### config.mk
export PLATFORM = sky130hd
export DESIGN_NAME = fifo_uart_tx
export DESIGN_NICKNAME = d
export VERILOG_FILES = /design/src/rtl/fifo_uart_tx.sv
export SDC_FILE = /design/constraint.sdc
export NUM_CORES = 1
export LEC_CHECK = 0
export CAP_MARGIN = 0
export CORE_MARGIN = 8
export CORE_UTILIZATION = 61
export CTS_BUF_LIST = sky130_fd_sc_hd__clkbuf_2
export DETAILED_ROUTE_END_ITERATION = 12
export GPL_TIMING_DRIVEN = 0
export MAX_ROUTING_LAYER = met4
export PLACE_DENSITY = 0.84
export REMOVE_ABC_BUFFERS = 1
export SYNTH_ARGS = -nofsm -noshare
export SYNTH_HDL_FRONTEND = slang
export SYNTH_SLANG_ARGS = --single-unit
export TNS_END_PERCENT = 100
### constraint.sdc
create_clock -name clk -period 5.66 [get_ports clk]
set_clock_uncertainty 0.05 [all_clocks]
set_input_delay 1.132 -clock clk [delete_from_list [all_inputs] [get_ports clk]]
set_output_delay 1.132 -clock clk [all_outputs]
set_load 0.05 [all_outputs]
### src/rtl/fifo_uart_tx.sv
// fifo_uart_tx: read-side drain of the 8-bit asynchronous FIFO, in the FIFO
// read clock domain. Pops one byte at a time and sends it as an 8N1/8E1/8O1
// UART frame. The line idles high while the FIFO is empty or the block is
// disabled.
//
// Ports
//   clk         FIFO read clock
//   rst         synchronous reset, active low
//   enable      1 = start new frames while data is available
//   fifo_empty  FIFO empty flag
//   fifo_re     FIFO read enable, one-cycle pulse per byte
//   fifo_rdata  FIFO read data, valid the cycle after fifo_re
//   tx          serial line, idle high
//   busy        1 whenever the FSM is not in IDLE
//   frame_done  one-cycle pulse in the first IDLE cycle after the last stop bit
//
// State   | Meaning
// --------+----------------------------------------------------------
// IDLE    | line high; waits for enable and a non-empty FIFO
// POP     | fifo_re pulse
// LATCH   | capture fifo_rdata into the shift register and compute parity
// START   | start bit (low) for CLK_DIV cycles
// DATA    | DW data bits, LSB first, CLK_DIV cycles each
// PARITY  | parity bit for CLK_DIV cycles (only when PARITY_EN = 1)
// STOP    | line high for STOP_BITS * CLK_DIV cycles

module fifo_uart_tx #(
  parameter int DW         = 8,
  parameter int CLK_DIV    = 868,
  parameter int STOP_BITS  = 1,
  parameter int PARITY_EN  = 0,
  parameter int PARITY_ODD = 0
) (
  input  logic          clk,
  input  logic          rst,
  input  logic          enable,
  input  logic          fifo_empty,
  output logic          fifo_re,
  input  logic [DW-1:0] fifo_rdata,
  output logic          tx,
  output logic          busy,
  output logic          frame_done
);

  localparam int CW = $clog2(CLK_DIV);
  localparam int BW = $clog2(DW);
  localparam logic [CW-1:0] BAUD_LAST = CW'(CLK_DIV - 1);
  localparam logic [BW-1:0] DATA_LAST = BW'(DW - 1);
  localparam logic [BW-1:0] STOP_LAST = BW'(STOP_BITS - 1);
  localparam logic PAR_ODD_BIT = (PARITY_ODD != 0);

  typedef enum logic [2:0] {
    S_IDLE,
    S_POP,
    S_LATCH,
    S_START,
    S_DATA,
    S_PARITY,
    S_STOP
  } state_t;

  state_t        state;
  logic [CW-1:0] baud_cnt;
  logic [BW-1:0] bit_idx;
  logic [DW-1:0] shreg;
  logic          par_bit;

  // Outputs are assigned together with the state they belong to, so tx, busy
  // and fifo_re line up exactly with the state register.
  always_ff @(posedge clk) begin
    if (!rst) begin
      state      <= S_IDLE;
      baud_cnt   <= '0;
      bit_idx    <= '0;
      shreg      <= '0;
      par_bit    <= 1'b0;
      tx         <= 1'b1;
      fifo_re    <= 1'b0;
      busy       <= 1'b0;
      frame_done <= 1'b0;
    end else begin
      fifo_re    <= 1'b0;
      frame_done <= 1'b0;
      case (state)
        S_IDLE: begin
          tx <= 1'b1;
          if (enable && !fifo_empty) begin
            state   <= S_POP;
            fifo_re <= 1'b1;
            busy    <= 1'b1;
          end
        end
        S_POP: begin
          state <= S_LATCH;
        end
        S_LATCH: begin
          shreg    <= fifo_rdata;
          par_bit  <= (^fifo_rdata) ^ PAR_ODD_BIT;
          baud_cnt <= '0;
          tx       <= 1'b0;
          state    <= S_START;
        end
        S_START: begin
          if (baud_cnt == BAUD_LAST) begin
            baud_cnt <= '0;
            bit_idx  <= '0;
            tx       <= shreg[0];
            state    <= S_DATA;
          end else begin
            baud_cnt <= baud_cnt + CW'(1);
          end
        end
        S_DATA: begin
          if (baud_cnt == BAUD_LAST) begin
            baud_cnt <= '0;
            if (bit_idx == DATA_LAST) begin
              bit_idx <= '0;
              if (PARITY_EN != 0) begin
                tx    <= par_bit;
                state <= S_PARITY;
              end else begin
                tx    <= 1'b1;
                state <= S_STOP;
              end
            end else begin
              // shreg[0] always holds the bit on the line; the next one is [1]
              bit_idx <= bit_idx + BW'(1);
              shreg   <= shreg >> 1;
              tx      <= shreg[1];
            end
          end else begin
            baud_cnt <= baud_cnt + CW'(1);
          end
        end
        S_PARITY: begin
          if (baud_cnt == BAUD_LAST) begin
            baud_cnt <= '0;
            bit_idx  <= '0;
            tx       <= 1'b1;
            state    <= S_STOP;
          end else begin
            baud_cnt <= baud_cnt + CW'(1);
          end
        end
        S_STOP: begin
          // bit_idx counts stop-bit periods here
          if (baud_cnt == BAUD_LAST) begin
            baud_cnt <= '0;
            if (bit_idx == STOP_LAST) begin
              bit_idx    <= '0;
              busy       <= 1'b0;
              frame_done <= 1'b1;
              state      <= S_IDLE;
            end else begin
              bit_idx <= bit_idx + BW'(1);
            end
          end else begin
            baud_cnt <= baud_cnt + CW'(1);
          end
        end
        default: begin
          tx    <= 1'b1;
          busy  <= 1'b0;
          state <= S_IDLE;
        end
      endcase
    end
  end

endmodule

==> results.cfg, run 1 <==
[min_path]
hp-class = reg -> reg
whs_path_depth = 1

[cells_and_area]
drive_above_1_share_pct = 8.21
post-route-util_pct = 67.4
final_nets = 212
final_cells = 226
diodes = 0
area_growth_pct = 7.44

[drt]
first_pass_iters = 4
drtIter0Drc = 184
final_antenna_net_count = 0
routed_via_density = 6.99
drcViolationCount = 0
wl_per_cell_um = 17.5
num_vias = 1580
wl_um = 3960

[critical_path]
rr_worst_depth = 4
required_ps = 5940
rr_startpoint = state[0]
crit_type = in -> reg
path_max_fanout = 20
worstPathCellList = clkdlybuf4s50_1 > o21ai_0 > or3_1 > a31oi_1
r2r_end = baud_cnt[4]
critPathCaptureType = flop
cp-endpoint = baud_cnt[2]
critPathLaunch = rst
worst_setup_path_start_kind = input pin
cp_data_arrival_time_ps = 3300
r2r_slack_ps = 2750
critical-path-max-stage-delay_ps = 920
cpMaxStageDelayCell = clkdlybuf4s50_1

[floorplanning]
core_mm2 = 0.00271
fp-row-count = 19
initial_core_util_pct = 62.7
die_y_um = 68.8
die_x_um = 68.8
floorplan.die_area_mm2 = 0.00473
pin_count = 16

[yosys]
synth_edf_count = 0
synth_area_leaders = dfxtp_1, mux2_2, o31a_1, o21a_1, a21oi_1
ys_seq_elements = 28
yosys_warnings = 0
syn_inst = 191
ys_seq_area_share_pct = 33.0
yosysTopAreaCell = dfxtp_1
syn_area_mm2 = 0.00170
yosysUniqueCellTypes = 55
synthFlopType = dfxtp_1
synth_top_area_share_pct = 33.0
synthArstFlopShare_pct = 0
syn_avg_cell_area_um2 = 8.90

[sta]
period_minus_slack_ps = 3020
maxClockFrequency_mhz = 331
worst_slew_pin_slew_ps = 1120
setup_viol = 0
setup_tns_ps = 0
slew_viol_final = 0
max_slew_margin_pct = 24.5
rsz0062_at_grt = false
report.final.hold_viol_count = 0
whs_ps = 455
finalCritPeriodShare_pct = 53.3

[global_route]
grt_max_degree = 30
antenna_found_initial = 0
grt.total_usage_pct = 18.0
grt_pass1_wl_um = 6640
grt_pass1_vias = 1556
grt_remaining_overflow = 0

[cts]
postCtsSetupRepairBufs = 0
cts_sinks = 28
insertion_delay_ps = 370
cts-buffers-inserted = 3
cts_tree = yes
cts_resized = 0
h-tree-depth = 1
cts.hold.buffers_added = 0
cts_buffer_depth = 2
root_buffer = clkbuf_2
clkTransAtPathRegs_ps = 270

[placed_design]
portBuffers = 15
dp_cells = 222
place_congestion = 0.844
dp_hpwl_um = 2760

[job]
drv_cap = 0

[pwr]
p_leak_nw = 0.625
vdd_drop_max_v = 0.000160
p_total_mw = 0.395
powerDensity_mw_per_mm2 = 216

[status]
outcome = finished clean
[state kept, by name (all words and copies together), names as in the netlist]
signal	count
frame_done	1
bit_idx	3
baud_cnt	10
tx	1
state	3
busy	1
fifo_re	1
shreg	8
[power by group]
group / switching (mW) / leakage, nW / internal, mW
Sequential: 0.0220 / 0.228 / 0.212
Clock: 0.0609 / 0.0140 / 0.0153
Combinational: 0.0457 / 0.383 / 0.0391
[synthesized netlist by cell type, types with 3 or more instances]
cell / number
a22o_1: 3
nor4_1: 4
nor2_1: 11
or3_1: 3
mux2_2: 7
and2_1: 4
clkbuf_1: 5
nand3_1: 4
a21oi_1: 10
dfxtp_1: 28
nand2_1: 5
nand4_1: 6
and3_1: 5
nor3_1: 4
ha_1: 4
a31oi_1: 3
buf_2: 5
buf_1: 3
inv_1: 7
o21a_1: 10
o31a_1: 9
o21ai_0: 5
[critical path, delay by kind of cell]
kind | cells | cell delay [ps]
AO/OA/AOI/OAI | 2 | 760
buffers and inverters | 1 | 920
AND/OR/NAND/NOR | 1 | 470
[placed cells by master, fill, tap and decap left out, types with 2 or more instances in the layout]
master and n:
inv_1 7, clkbuf_2 3, ha_1 4, nand2_1 5, a211oi_1 2, a22o_1 3
nor2_1 11, o21ai_0 5, dfxtp_1 28, a221o_1 2, nand3_1 4, o21bai_1 2
a31oi_1 3, o31ai_1 2, o2111ai_1 2, clkdlybuf4s50_1 15, nand4_1 6, nor4_1 4
nor2b_1 2, a21boi_0 2, o311ai_0 2, o21a_1 10, a21oi_1 10, nor3_1 4
mux2_2 7, and2_1 4, or3_1 3, and3_1 5, nor3b_2 2, a311oi_1 2
a41oi_1 2, o31a_1 9, o211ai_1 2, a2111o_1 2
[area by class of cell]
| cell class | count | area [um2] |
|---|---|---|
| fillers | 242 | 885 |
| repair buffers | 15 | 150 |
| well taps | 31 | 38.8 |
| flip-flops and latches | 28 | 561 |
| multi-input cells | 141 | 1030 |
| clock inverters | 1 | 3.75 |
| inverters | 7 | 26.3 |
| clock buffers | 3 | 15.0 |
[worst min-delay path by stage]
stage	startpoint	slack (ps)	to
floorplan	shreg[2]	390	shreg[2]
detailed placement	shreg[4]	410	shreg[4]
CTS	shreg[4]	460	shreg[4]
finish	shreg[3]	460	shreg[3]
global placement	shreg[4]	390	shreg[4]
global route	shreg[4]	480	shreg[4]
[routing by layer]
metal / share of wire (%) / vias up / track usage [%]
li1: - / 755 / -
met1: 43 / 782 / 21.2
met2: 51 / 39 / 31.0
met3: 5.2 / 4 / 2.10
met4: 0.78 / 0 / 6.52
met5: 0 / - / -
[metrics by stage]
stage | setup slack, ps | cell area, um2
2_1_floorplan | 3380 | 1620
3_3_place_gp | 2280 | 1810
3_5_place_dp | 2250 | 1810
4_1_cts | 2680 | 1830
5_1_grt | 2350 | 1830
6_report | 2640 | 1830
[cell families after synthesis]
| kind of cell | Yosys count | synth area share (%) |
|---|---|---|
| multiplexers | 7 | 4.64 |
| AO/OA/AOI/OAI | 71 | 32.2 |
| flip-flops | 28 | 33.0 |
| buffers and inverters | 22 | 6.33 |
| adder cells (fa/ha/maj) | 4 | 2.95 |
| AND/OR/NAND/NOR | 59 | 20.9 |
Note: power is estimated with default switching activity, not from simulation.
==> inputs of run 2 (changes only) <==
--- a/config.mk
+++ b/config.mk
@@ -7,12 +7,12 @@
 export LEC_CHECK = 0
 export CAP_MARGIN = 0
 export CORE_MARGIN = 8
-export CORE_UTILIZATION = 61
+export CORE_UTILIZATION = 53
 export CTS_BUF_LIST = sky130_fd_sc_hd__clkbuf_2
 export DETAILED_ROUTE_END_ITERATION = 12
 export GPL_TIMING_DRIVEN = 0
 export MAX_ROUTING_LAYER = met4
-export PLACE_DENSITY = 0.84
+export PLACE_DENSITY = 0.78
 export REMOVE_ABC_BUFFERS = 1
 export SYNTH_ARGS = -nofsm -noshare
 export SYNTH_HDL_FRONTEND = slang
==> constraint.sdc (replaced) <==
create_clock -name clk -period 2.7 [get_ports clk]
set_clock_uncertainty 0.05 [all_clocks]
set_input_delay 0.54 -clock clk [delete_from_list [all_inputs] [get_ports clk]]
set_output_delay 0.54 -clock clk [all_outputs]
set_load 0.05 [all_outputs]
==> run 2 against run 1 <==
Compared with the run above:
- routed wire length fell by 2.8%
- design area rose by 0.96%
- critical path depth unchanged
- hold slack got worse by 4.8 ps
- largest power group unchanged
- global-route usage is 2.5 points lower
- critical endpoint is now baud_cnt[8]
- clock power grew 100%
- final cell count rose by 5.8%
- first-iteration DRC count decreased by 19%
- via count shrank 3.9%
- die area up 11%
==> results.cfg, run 2 (synthesized netlist as in run 1, its figures left out) <==
[min_path]
whs_path_depth = 1
hold_start = shreg[4]
hp-class = reg -> reg
hold_end = shreg[4]

[sta]
worst_slew_pin_slew_ps = 779
setup_viol = 0
report.final.hold_viol_count = 0
maxClockFrequency_mhz = 423
whs_ps = 450
rsz0062_at_grt = false
period_minus_slack_ps = 2360
finalCritPeriodShare_pct = 87.6
slew_viol_final = 0
max_slew_margin_pct = 47.7

[cts]
cts.hold.buffers_added = 0
insertion_delay_ps = 360
cts_tree = yes
postCtsSetupRepairBufs = 0
cts_sinks = 28
clkTransAtPathRegs_ps = 260
cts_buffer_depth = 2
root_buffer = clkbuf_2
cts-buffers-inserted = 3
h-tree-depth = 1

[job]
drv_cap = 0

[critical_path]
worst_setup_path_start_kind = flop
rr_worst_depth = 4
critical-path-max-stage-delay_ps = 780
cp_data_arrival_time_ps = 2610
r2r_end = baud_cnt[8]
r2r_slack_ps = 340
cpMaxStageDelayCell = dfxtp_1
critPathCaptureType = flop
required_ps = 2950
rr_startpoint = state[1]
crit_type = reg -> reg
worstPathCellList = a21boi_0 > o21ai_1 > nor2_1 > a221o_1
path_max_fanout = 20

[floorplanning]
die_y_um = 72.6
die_x_um = 72.6
pin_count = 16
fp-row-count = 20
floorplan.die_area_mm2 = 0.00527
core_mm2 = 0.00305
initial_core_util_pct = 55.7

[cells_and_area]
final_cells = 239
fillCellCount = 298
largestRegisters = baud_cnt: 10 flops, shreg: 8 flops
largest_reg_flops = 10
final_cell_mix = dfxtp_1, clkdlybuf4s50_1, nor2_1
drive_above_1_share_pct = 8.72
final_common_cell = dfxtp_1
seq_area_um2 = 562
final_nets = 212
multi_input_area_mm2 = 0.00103
final_area_mm2 = 0.00184
largest_register = baud_cnt
diodes = 0
area_growth_pct = 8.47

[global_route]
grt.total_usage_pct = 15.5
grt_max_degree = 30
grt_pass1_wl_um = 6610
grt_remaining_overflow = 0
grt_pass1_vias = 1439
antenna_found_initial = 0

[placed_design]
portBuffers = 15
dpl_cell_area_mm2 = 0.00182
dp_cells = 235
dp_hpwl_um = 2640
place_congestion = 0.872

[pwr]
powerDensity_mw_per_mm2 = 446
p_leak_nw = 0.625
vdd_drop_max_v = 0.000319

[status]
outcome = finished clean

[drt]
wl_per_cell_um = 16.1
drcViolationCount = 0
wl_um = 3850
drtIter0Drc = 149
first_pass_iters = 4
routed_via_density = 6.36
num_vias = 1519
final_antenna_net_count = 0
[run 2: cell counts in the layout (fill, tap and decap cells not counted)]
Identical to the previous run, type by type.
[run 2: routing by layer]
metal	routed length [um]	up-vias	track usage [%]	share of wire, %
met3	257	5	2.47	6.7
met1	1810	699	19.9	47
met4	38	0	4.44	0.99
li1	-	753	-	-
met5	0	-	-	0
met2	1740	62	24.5	45
[run 2: critical path, delay by kind of cell (launching register included)]
kind            cells  cell delay, ps
flops               1             780
compound gates      3            1300
simple gates        1             170
[run 2: how the worst max path moves through the flow]
stage	from	end	slack [ps]	cells past startpoint
3_3_place_gp	state[0]	baud_cnt[8]	-40	4
2_1_floorplan	state[0]	baud_cnt[4]	420	4
6_report	state[1]	baud_cnt[8]	340	4
3_5_place_dp	state[0]	baud_cnt[4]	-100	4
4_1_cts	state[0]	baud_cnt[8]	190	4
5_1_grt	state[1]	baud_cnt[4]	220	4
[run 2: power by group]
group	switching (mW)	internal (mW)
clock	0.122	0.0322
sequential	0.0449	0.445
combinational	0.0965	0.0817
[run 2: layout make-up]
| cell class | count | share of cell area (%) |
|---|---|---|
| clock buffers | 3 | 0.815 |
| repair buffers | 15 | 8.15 |
| flip-flops and latches | 28 | 30.5 |
| multi-input cells | 141 | 55.9 |
| inverters | 7 | 1.43 |
| well taps | 44 | 2.99 |
| clock inverters | 1 | 0.204 |
[run 2: per-stage QoR]
| stage | util [%] | setup WS (ps) | TNS (ps) | power [mW] |
|---|---|---|---|---|
| 6_report | 60.4 | 335 | 0 | 0.822 |
| 3_5_place_dp | 59.7 | -103 | -522 | 0.672 |
| 5_1_grt | 60.4 | 216 | 0 | 0.864 |
| 2_1_floorplan | - | 424 | 0 | 0.607 |
| 4_1_cts | 60.3 | 187 | 0 | 0.825 |
| 3_3_place_gp | 59.7 | -38.8 | -136 | 0.664 |
[run 2: timing repair]
item                                    CTS  global route
resized for setup                         1             1
gates cloned                              0             0
endpoints found under the setup margin    3             2
